--- src/rtl/glitch_pkg.sv ---
// Shared definitions for the glitch sequencer and the Wishbone register block:
// state encoding, descriptor layout and field helpers.
package glitch_pkg;

   localparam int DESC_W        = 48;
   localparam int DELAY_LSB     = 0;
   localparam int DELAY_W       = 24;
   localparam int WIDTH_LSB     = 24;
   localparam int WIDTH_W       = 16;
   localparam int COUNT_LSB     = 40;
   localparam int COUNT_W       = 7;
   localparam int RST_FIRST_BIT = 47;

   typedef enum logic [2:0] {
      IDLE,
      FETCH,
      RST,
      ARM,
      DELAY,
      GLITCH,
      GAP
   } state_e;

   // Packed MSB-first so that a cast of the raw FIFO word lines up with the offsets above.
   typedef struct packed {
      logic               rst_first;
      logic [COUNT_W-1:0] count;
      logic [WIDTH_W-1:0] width;
      logic [DELAY_W-1:0] delay;
   } desc_t;

   function automatic logic [WIDTH_W-1:0] width_last(input logic [WIDTH_W-1:0] width);
      return (width == '0) ? '0 : width - 1'b1;
   endfunction

endpackage

--- src/rtl/glitch_down_counter.sv ---
// Loadable down-counter that saturates at zero and flags when it gets there.
module glitch_down_counter #(
   parameter int W = 8
) (
   input  logic         clk_i,
   input  logic         rst_ni,
   input  logic         load_i,
   input  logic [W-1:0] load_val_i,
   input  logic         dec_i,
   output logic         zero_o
);

   logic [W-1:0] cnt_q, cnt_d;

   always_comb begin
      cnt_d = cnt_q;
      if (load_i) begin
         cnt_d = load_val_i;
      end else if (dec_i && (cnt_q != '0)) begin
         cnt_d = cnt_q - 1'b1;
      end
   end

   always_ff @(posedge clk_i) begin
      if (!rst_ni) begin
         cnt_q <= '0;
      end else begin
         cnt_q <= cnt_d;
      end
   end

   assign zero_o = (cnt_q == '0);

endmodule

--- src/rtl/glitch_sequencer.sv ---
// Fetches glitch descriptors from the settings FIFO and plays them out as an
// optional target reset, trigger wait, delay and a train of glitch pulses.
module glitch_sequencer
   import glitch_pkg::*;
#(
   parameter int RST_CYCLES  = 16,
   parameter int GAP_CYCLES  = 8,
   parameter int ARM_TIMEOUT = 1000000,
   parameter int TMO_W       = 20
) (
   input  logic              clk_i,
   input  logic              rst_ni,
   input  logic [DESC_W-1:0] fifo_q,
   input  logic              fifo_empty,
   output logic              fifo_re,
   input  logic              trig,
   input  logic              abort,
   output logic              rst_o,
   output logic              glitch_en,
   output logic              delay_en,
   output logic              ready,
   output logic              busy,
   output logic              timeout
);

   localparam int SEQ_MAX = (RST_CYCLES > GAP_CYCLES) ? RST_CYCLES : GAP_CYCLES;
   localparam int SEQ_W   = $clog2(SEQ_MAX + 1);
   localparam logic [SEQ_W-1:0] SEQ_RST  = SEQ_W'(RST_CYCLES - 1);
   localparam logic [SEQ_W-1:0] SEQ_GAP  = SEQ_W'(GAP_CYCLES - 1);
   localparam logic [TMO_W-1:0] TMO_LAST = TMO_W'(ARM_TIMEOUT - 1);

   state_e state_q, state_d;
   desc_t  fetched;

   logic [DELAY_W-1:0] dly_cfg_q, dly_cfg_d;
   logic [WIDTH_W-1:0] wid_cfg_q, wid_cfg_d;
   logic [COUNT_W-1:0] cnt_cfg_q, cnt_cfg_d;
   logic [COUNT_W-1:0] pulse_q, pulse_d;
   logic [TMO_W-1:0]   tmo_q, tmo_d;
   logic               timeout_q, timeout_d;
   logic               rst_q, glitch_q, delay_q;

   logic               dly_load, wid_load, seq_load;
   logic               dly_zero, wid_zero, seq_zero;
   logic [SEQ_W-1:0]   seq_val;

   assign fetched = desc_t'(fifo_q);

   // NOTE: every signal written here gets a default first, so no path leaves one unassigned and infers a latch.
   always_comb begin
      state_d   = state_q;
      dly_cfg_d = dly_cfg_q;
      wid_cfg_d = wid_cfg_q;
      cnt_cfg_d = cnt_cfg_q;
      pulse_d   = pulse_q;
      timeout_d = timeout_q;
      tmo_d     = '0;
      dly_load  = 1'b0;
      wid_load  = 1'b0;
      seq_load  = 1'b0;
      seq_val   = SEQ_RST;
      fifo_re   = 1'b0;

      unique case (state_q)
         IDLE: begin
            if (!fifo_empty && rst_ni) begin
               fifo_re = 1'b1;
               state_d = FETCH;
            end
         end
         FETCH: begin
            dly_cfg_d = fetched.delay;
            wid_cfg_d = fetched.width;
            cnt_cfg_d = fetched.count;
            pulse_d   = '0;
            timeout_d = 1'b0;
            if (fetched.rst_first) begin
               state_d  = RST;
               seq_load = 1'b1;
            end else begin
               state_d = ARM;
            end
         end
         RST: begin
            if (seq_zero) state_d = ARM;
         end
         ARM: begin
            if (trig) begin
               if (dly_cfg_q == '0) begin
                  state_d  = GLITCH;
                  wid_load = 1'b1;
               end else begin
                  state_d  = DELAY;
                  dly_load = 1'b1;
               end
            end else if (tmo_q == TMO_LAST) begin
               // With the timeout disabled the counter simply parks at all-ones.
               tmo_d = tmo_q;
               if (ARM_TIMEOUT != 0) begin
                  timeout_d = 1'b1;
                  state_d   = IDLE;
               end
            end else begin
               tmo_d = tmo_q + 1'b1;
            end
         end
         DELAY: begin
            if (dly_zero) begin
               state_d  = GLITCH;
               wid_load = 1'b1;
            end
         end
         GLITCH: begin
            if (wid_zero) begin
               if (pulse_q < cnt_cfg_q) begin
                  state_d  = GAP;
                  seq_load = 1'b1;
                  seq_val  = SEQ_GAP;
               end else begin
                  state_d = IDLE;
               end
            end
         end
         GAP: begin
            if (seq_zero) begin
               state_d  = GLITCH;
               wid_load = 1'b1;
               pulse_d  = pulse_q + 1'b1;
            end
         end
         default: state_d = IDLE;
      endcase

      if (abort && (state_q != IDLE)) state_d = IDLE;
   end

   glitch_down_counter #(.W(DELAY_W)) u_dly_cnt (
      .clk_i      (clk_i),
      .rst_ni     (rst_ni),
      .load_i     (dly_load),
      .load_val_i (dly_cfg_q - 1'b1),
      .dec_i      (state_q == DELAY),
      .zero_o     (dly_zero)
   );

   glitch_down_counter #(.W(WIDTH_W)) u_wid_cnt (
      .clk_i      (clk_i),
      .rst_ni     (rst_ni),
      .load_i     (wid_load),
      .load_val_i (width_last(wid_cfg_q)),
      .dec_i      (state_q == GLITCH),
      .zero_o     (wid_zero)
   );

   // RST and GAP never overlap, so one counter times both.
   glitch_down_counter #(.W(SEQ_W)) u_seq_cnt (
      .clk_i      (clk_i),
      .rst_ni     (rst_ni),
      .load_i     (seq_load),
      .load_val_i (seq_val),
      .dec_i      ((state_q == RST) || (state_q == GAP)),
      .zero_o     (seq_zero)
   );

   // NOTE: sequential state uses non-blocking assignments so every register samples pre-edge values.
   always_ff @(posedge clk_i) begin
      if (!rst_ni) begin
         state_q   <= IDLE;
         pulse_q   <= '0;
         tmo_q     <= '0;
         timeout_q <= 1'b0;
         rst_q     <= 1'b0;
         glitch_q  <= 1'b0;
         delay_q   <= 1'b0;
      end else begin
         state_q   <= state_d;
         pulse_q   <= pulse_d;
         tmo_q     <= tmo_d;
         timeout_q <= timeout_d;
         rst_q     <= (state_d == RST);
         glitch_q  <= (state_d == GLITCH);
         delay_q   <= (state_d == DELAY);
      end
   end

   // NOTE: descriptor fields carry no reset; FETCH always loads them before any state reads them.
   always_ff @(posedge clk_i) begin
      dly_cfg_q <= dly_cfg_d;
      wid_cfg_q <= wid_cfg_d;
      cnt_cfg_q <= cnt_cfg_d;
   end

   assign rst_o     = rst_q;
   assign glitch_en = glitch_q;
   assign delay_en  = delay_q;
   assign timeout   = timeout_q;
   assign busy      = (state_q != IDLE);
   assign ready     = rst_ni && (state_q == IDLE) && fifo_empty;

endmodule

--- config.mk ---
export PLATFORM = sky130hd
export DESIGN_NAME = glitch_sequencer
export DESIGN_NICKNAME = d
export VERILOG_FILES = /design/src/rtl/glitch_pkg.sv /design/src/rtl/glitch_down_counter.sv /design/src/rtl/glitch_sequencer.sv
export SDC_FILE = /design/constraint.sdc
export NUM_CORES = 1
export LEC_CHECK = 0
export ABC_AREA = 1
export BUFFER_PORTS_ARGS = -buffer_cell sky130_fd_sc_hd__buf_2
export CORE_ASPECT_RATIO = 1.4
export CORE_MARGIN = 8
export CORE_UTILIZATION = 61
export CTS_BUF_LIST = sky130_fd_sc_hd__clkbuf_16
export DETAILED_ROUTE_END_ITERATION = 10
export GPL_TIMING_DRIVEN = 0
export PLACE_DENSITY_LB_ADDON = 0.1
export SLEW_MARGIN = 20
export SYNTH_ARGS = -nofsm -noshare
export SYNTH_HDL_FRONTEND = slang
export SYNTH_SLANG_ARGS = --single-unit
--- constraint.sdc ---
create_clock -name clk_i -period 7.5 [get_ports clk_i]
set_input_delay 1.125 -clock clk_i [delete_from_list [all_inputs] [get_ports clk_i]]
set_output_delay 1.125 -clock clk_i [all_outputs]
set_load 0.05 [all_outputs]
==> Word-level counts from Yosys, hierarchy flattened <==
Index checks and enable logic that the tools add are counted.
W data, S select, Z words.
{ "word_totals": {"ff_bits": 126, "out_inout_bits": 7, "elab_cells": 104} }
{ "classes": {"n_addsub": 7, "n_lt_le_gt_ge": 1, "eq_ne": 13, "mux": 41, "n_bitwise": 2, "reduce_logical": 27} }
{ "op_table": {"columns": ["cell", "n"], "rows": [
  ["$logic_not A24 Y1", 2],
  ["$mux W16", 3],
  ["$mux W24", 2],
  ["$sub A24 B1 Y24 const B", 2],
  ["$logic_not A16 Y1", 2],
  ["$sub A16 B1 Y16 const B", 2],
  ["$mux W3", 9],
  ["$reduce_bool A24 Y1", 1],
  ["$pmux W3 S7", 1],
  ["$add A20 B1 Y20 const B", 1],
  ["$eq A20 B20 Y1 const B", 1],
  ["$mux W1", 16],
  ["$reduce_bool A16 Y1", 1],
  ["$eq A3 B3 Y1 const B", 5],
  ["$pmux W7 S2", 1],
  ["$mux W4", 3],
  ["$mux W5", 2],
  ["$reduce_bool A2 Y1", 5],
  ["$eq A3 B2 Y1 const B", 3],
  ["$add A7 B1 Y7 const B", 1],
  ["$logic_and A1 B1 Y1", 7],
  ["$lt A7 B7 Y1", 1],
  ["$mux W7", 1],
  ["$ne A2 B2 Y1 const B", 3],
  ["other kinds (14)", 16]
]} }

==> Longest topological paths before layout <==
{ "logic_depth": {"word_depth": 6, "depth_mapped": 18, "depth_no_buf": 18} }

==> Modules after synthesis <==
From an unflattened synthesis, not the netlist that was laid out.
{ "hier_totals": {"hier_cells": 1149, "area_unflattened_um2": 7906.3} }
{ "by_module_without_submodules": {"columns": ["mod", "instances", "cells_per_inst", "area_each_um2", "seq_area_each_um2"], "rows": [
  ["glitch_sequencer", 1, 553, 4475.5, 2092.0],
  ["glitch_down_counter (u_dly_cnt)", 1, 327, 1893.1, 480.5],
  ["glitch_down_counter (u_wid_cnt)", 1, 211, 1189.9, 320.3],
  ["glitch_down_counter (u_seq_cnt)", 1, 58, 347.8, 100.1]
]} }

==> Worst setup path before layout <==
Ideal clock, no wire load.
{ "synth_timing": {"path_type": "reg2reg", "from": "reg state_q[0]", "to": "reg pulse_q[5]", "setup_ps": 58, "t_arrival_ps": 5146, "required_time_ps": 7442, "slack_ps": 2297, "stages_incl_launch_ff": 8, "path_buffers": 0, "period_less_slack_ps": 5203, "cell_sequence": "dfxtp_1 > inv_1 > nor3_1 > nor2_1 > nor3_1 > nand2_1 > a21oi_1 > o21a_1"} }
{ "synth_between": {"elab_chain_len": 3, "word_cells_on_any_way": 6, "cone_classes": "eq/ne: 3; mux: 1; reduce/logical: 2"} }
{ "synth_rtl": {"columns": ["element", "line_no", "rtl"], "rows": [
  ["start, declared", "glitch_sequencer.sv:32", "state_e state_q, state_d;"],
  ["start signal, assigned", "glitch_sequencer.sv:176", "state_q <= state_d;"],
  ["$eq A3 B3 Y1 or $eq A3 B1 Y1 (tied branches)", "glitch_sequencer.sv:64", "unique case (state_q)"],
  ["$ne A2 B2 Y1 (no line) or $reduce_bool A2 Y1 (tied branches)", null, null],
  ["$reduce_and A2 Y1 (no line)", null, null],
  ["end signal, assigned", "glitch_sequencer.sv:177", "pulse_q <= pulse_d;"],
  ["end, declared", "glitch_sequencer.sv:38", "logic [COUNT_W-1:0] pulse_q, pulse_d;"]
]} }
Parallel ways exist; a longest one is shown, timed or not.
A chain may end at the register's enable or synchronous reset.

==> Worst setup path after layout <==
{ "layout_timing": {"from": "in rst_ni", "to": "out fifo_re"} }
{ "layout_between": {"elab_chain_len": 3} }
{ "layout_rtl": {"columns": ["element", "line_no", "rtl"], "rows": [
  ["start, declared", "glitch_sequencer.sv:12", "input logic rst_ni,"],
  ["$logic_and A1 B1 Y1", "glitch_sequencer.sv:66", "if (!fifo_empty && rst_ni) begin"],
  ["$mux W1", "glitch_sequencer.sv:66", null],
  ["$mux W1", "glitch_sequencer.sv:64", null],
  ["end, declared", "glitch_sequencer.sv:15", "output logic fifo_re,"]
]} }
Every way passes these cells.

==> impl_metrics.json <==
{
  "status": "completed",
  "cp.required_ns": 6.38,
  "utilization_pct": 71.68,
  "maxCapViolCount": 0,
  "finalCriticalPeriod_ns": 3.239,
  "dp_hpwl_mm": 13.63,
  "grt_max_degree": 17,
  "wl_mm": 18.34,
  "hp-class": "reg2reg",
  "use_met1_pct": 24.66,
  "syn_inst": 976,
  "crit_fanout": 6,
  "area_delta_synth_final_pct": 15.81,
  "drv_slew": 0,
  "grt_pass1_wl_mm": 30.53,
  "portBuffers": 59,
  "p_leak_nw": 4.116,
  "use_met2_pct": 43.60,
  "cts.sinks": 126,
  "grt.busiest_layer": "met2",
  "postCtsSetupBuffers": 0,
  "crit_arrival_ns": 2.11,
  "yosysUniqueCellTypes": 45,
  "fin_worst_skew_ns": 0.006003,
  "yosysWarningCount": 0,
  "ctsResizeCount": 0,
  "grt_pass1_vias": 6567,
  "use_met3_pct": 5.186,
  "holdBufCountCts": 0,
  "drive_above_1_share_pct": 15.58,
  "fin_crit_sh_pct": 43.19,
  "slew_headroom_pct": 52.37,
  "diodes": 0,
  "setup-violations-final": 0,
  "die_area_um2": 15730,
  "r2r_setup_slack_ns": 4.85,
  "holdPathEnd": "tmo_q[19]$_SDFFE_PP0N_",
  "final_common_cell": "nand2_1",
  "vias": 6572,
  "postPlaceCellArea_um2": 7809,
  "synth-seq-cells": 126,
  "drt-pass1-iter-count": 8,
  "fp-row-count": 47,
  "rsz0062_at_grt": "no",
  "synth_area_per_cell_um2": 7.458,
  "fmax_mhz": 308.7,
  "yosysSeqAreaShare_pct": 41.11,
  "coreArea_um2": 11760,
  "clock-root-buffer": "clkbuf_16",
  "r2r_cells": 17,
  "clockBufferDepth": 2,
  "h-tree-depth": 4,
  "tritoncts": "yes",
  "reg2reg_to": "u_dly_cnt.cnt_q[8]$_SDFFE_PN0P_",
  "clk_pin_slew_worst_paths_ns": 0.06,
  "drtAntennaViolNets": 0,
  "power.density_nw_per_um2": 251.2,
  "num-nets-final": 1125,
  "boundaryPins": 60,
  "track_usage_pct": 24.24,
  "synth.net_count": 1042,
  "setup_tns_ns": 0,
  "drc": 0,
  "cts_buffers": 17,
  "min_path_cells": 2,
  "start_util_pct": 61.89,
  "clock_latency_ns": 0.42,
  "r2r-start": "dly_cfg_q[21]$_DFFE_PP_",
  "final_cell_mix": "211 x nand2_1, 145 x inv_1, 105 x nor2_1",
  "viasPerCell": 5.391,
  "drt_iter0_drc": 363,
  "critPathLaunchType": "input port",
  "finalPower_mw": 2.118,
  "final_area_um2": 8431,
  "die_w_um": 108.3,
  "die_h_um": 145.3,
  "hold_start": "tmo_q[19]$_SDFFE_PP0N_",
  "finalHoldViolCount": 0,
  "worstSetupEndpointType": "primary output",
  "grt_antenna_before_repair": 0,
  "grt.overflow.total": 0,
  "drt-wirelength-per-cell_um": 15.05,
  "crit_type": "in2out",
  "synth_area_um2": 7279,
  "worstMarginPinSlew_ns": 0.7145,
  "gp_congestion": 0.9442,
  "ir_drop_mv": 0.1481
}
## power breakdown
part / internal, mW / switching (mW)
combinational: 0.150 / 0.285
sequential: 0.776 / 0.0366
clock: 0.555 / 0.315
## stage by stage
step	hold slack, ns	std cells	worst slack, ns
CTS	0.4877	1219	4.288
floorplan	0.4443	976	2.297
finish	0.4831	1219	4.261
global route	0.5089	1219	4.263
detailed placement	0.4796	1187	4.285
global placement	0.4541	1182	0.3357
## worst max-delay path by stage
stage | from | to | slack [ns] | cells past startpoint
after floorplan | state_q[0]$_SDFF_PN0_ | pulse_q[5]$_SDFFE_PN0P_ | 2.30 | 7
after global placement | state_q[0]$_SDFF_PN0_ | pulse_q[5]$_SDFFE_PN0P_ | 0.34 | 7
after detailed placement | rst_ni | fifo_re | 4.28 | 4
after CTS | rst_ni | fifo_re | 4.29 | 4
after global routing | rst_ni | fifo_re | 4.26 | 4
final | rst_ni | fifo_re | 4.26 | 4
## metal layers
layer	up-vias	part of all wire [%]
li1	3366	-
met1	2988	38
met2	169	53
met3	49	4.0
met4	0	5.1
met5	-	0
## flip-flops by register name (all words and copies together) (netlist names)
name,cells
dly_cfg_q,24
u_dly_cnt.cnt_q,24
tmo_q,20
u_wid_cnt.cnt_q,16
wid_cfg_q,16
cnt_cfg_q,7
pulse_q,7
u_seq_cnt.cnt_q,5
state_q,3
delay_en,1
glitch_en,1
rst_o,1
timeout,1
## kinds of logic (layout without fill, tap and decap cells)
| group | count (synthesis) | in the layout | synth area share (%) |
|---|---|---|---|
| AO/OA/AOI/OAI | 109 | 109 | 8.457 |
| XOR/XNOR | 30 | 30 | 3.609 |
| adder cells (fa/ha/maj) | 13 | 13 | 2.234 |
| buffers and inverters | 170 | 266 | 9.797 |
| flip-flops | 126 | 126 | 41.11 |
| AND/OR/NAND/NOR | 528 | 528 | 34.79 |
## cells in the mapped netlist, drive strengths merged
| master | number | area [um^2] |
|---|---|---|
| a211oi | 3 | 22.52 |
| a21oi | 37 | 185.2 |
| a31oi | 10 | 62.56 |
| a32o | 1 | 10.01 |
| and2 | 1 | 6.260 |
| and3 | 1 | 6.260 |
| buf | 15 | 131.4 |
| clkbuf | 6 | 22.52 |
| dfxtp | 79 | 1582 |
| edfxtp | 47 | 1411 |
| ha | 13 | 162.7 |
| inv | 149 | 559.3 |
| nand2 | 234 | 960.9 |
| nand3 | 80 | 422.9 |
| nand3b | 18 | 135.1 |
| nand4 | 22 | 137.6 |
| nor2 | 125 | 586.8 |
| nor3 | 23 | 120.1 |
| nor3b | 3 | 22.52 |
| nor4 | 14 | 87.58 |
| nor4b | 1 | 8.760 |
| o211a | 1 | 10.01 |
| o211ai | 4 | 30.03 |
| o21a | 1 | 7.510 |
| o21ai | 41 | 205.2 |
| o21bai | 5 | 37.54 |
| o22ai | 2 | 12.51 |
| o311ai | 2 | 17.52 |
| o31ai | 2 | 15.01 |
| or2 | 6 | 37.54 |
| xnor2 | 7 | 61.31 |
| xor2 | 23 | 201.4 |
## critical path, stage by stage
cell,delay [ns]
buf_2,0.11
inv_1,0.16
nor3_1,0.38
buf_2,0.34
## area by class of cell
cell class,instances,area [um^2]
Buffer,21,153.9
Clock buffer,17,425.4
Clock inverter,15,196.4
Fill cell,1002,3331
Inverter,149,559.3
Multi-Input combinational cell,680,3578
Sequential cell,126,2993
Tap cell,147,183.9
Timing Repair Buffer,64,340.3
No activity file was read; power rests on OpenSTA's default activity.
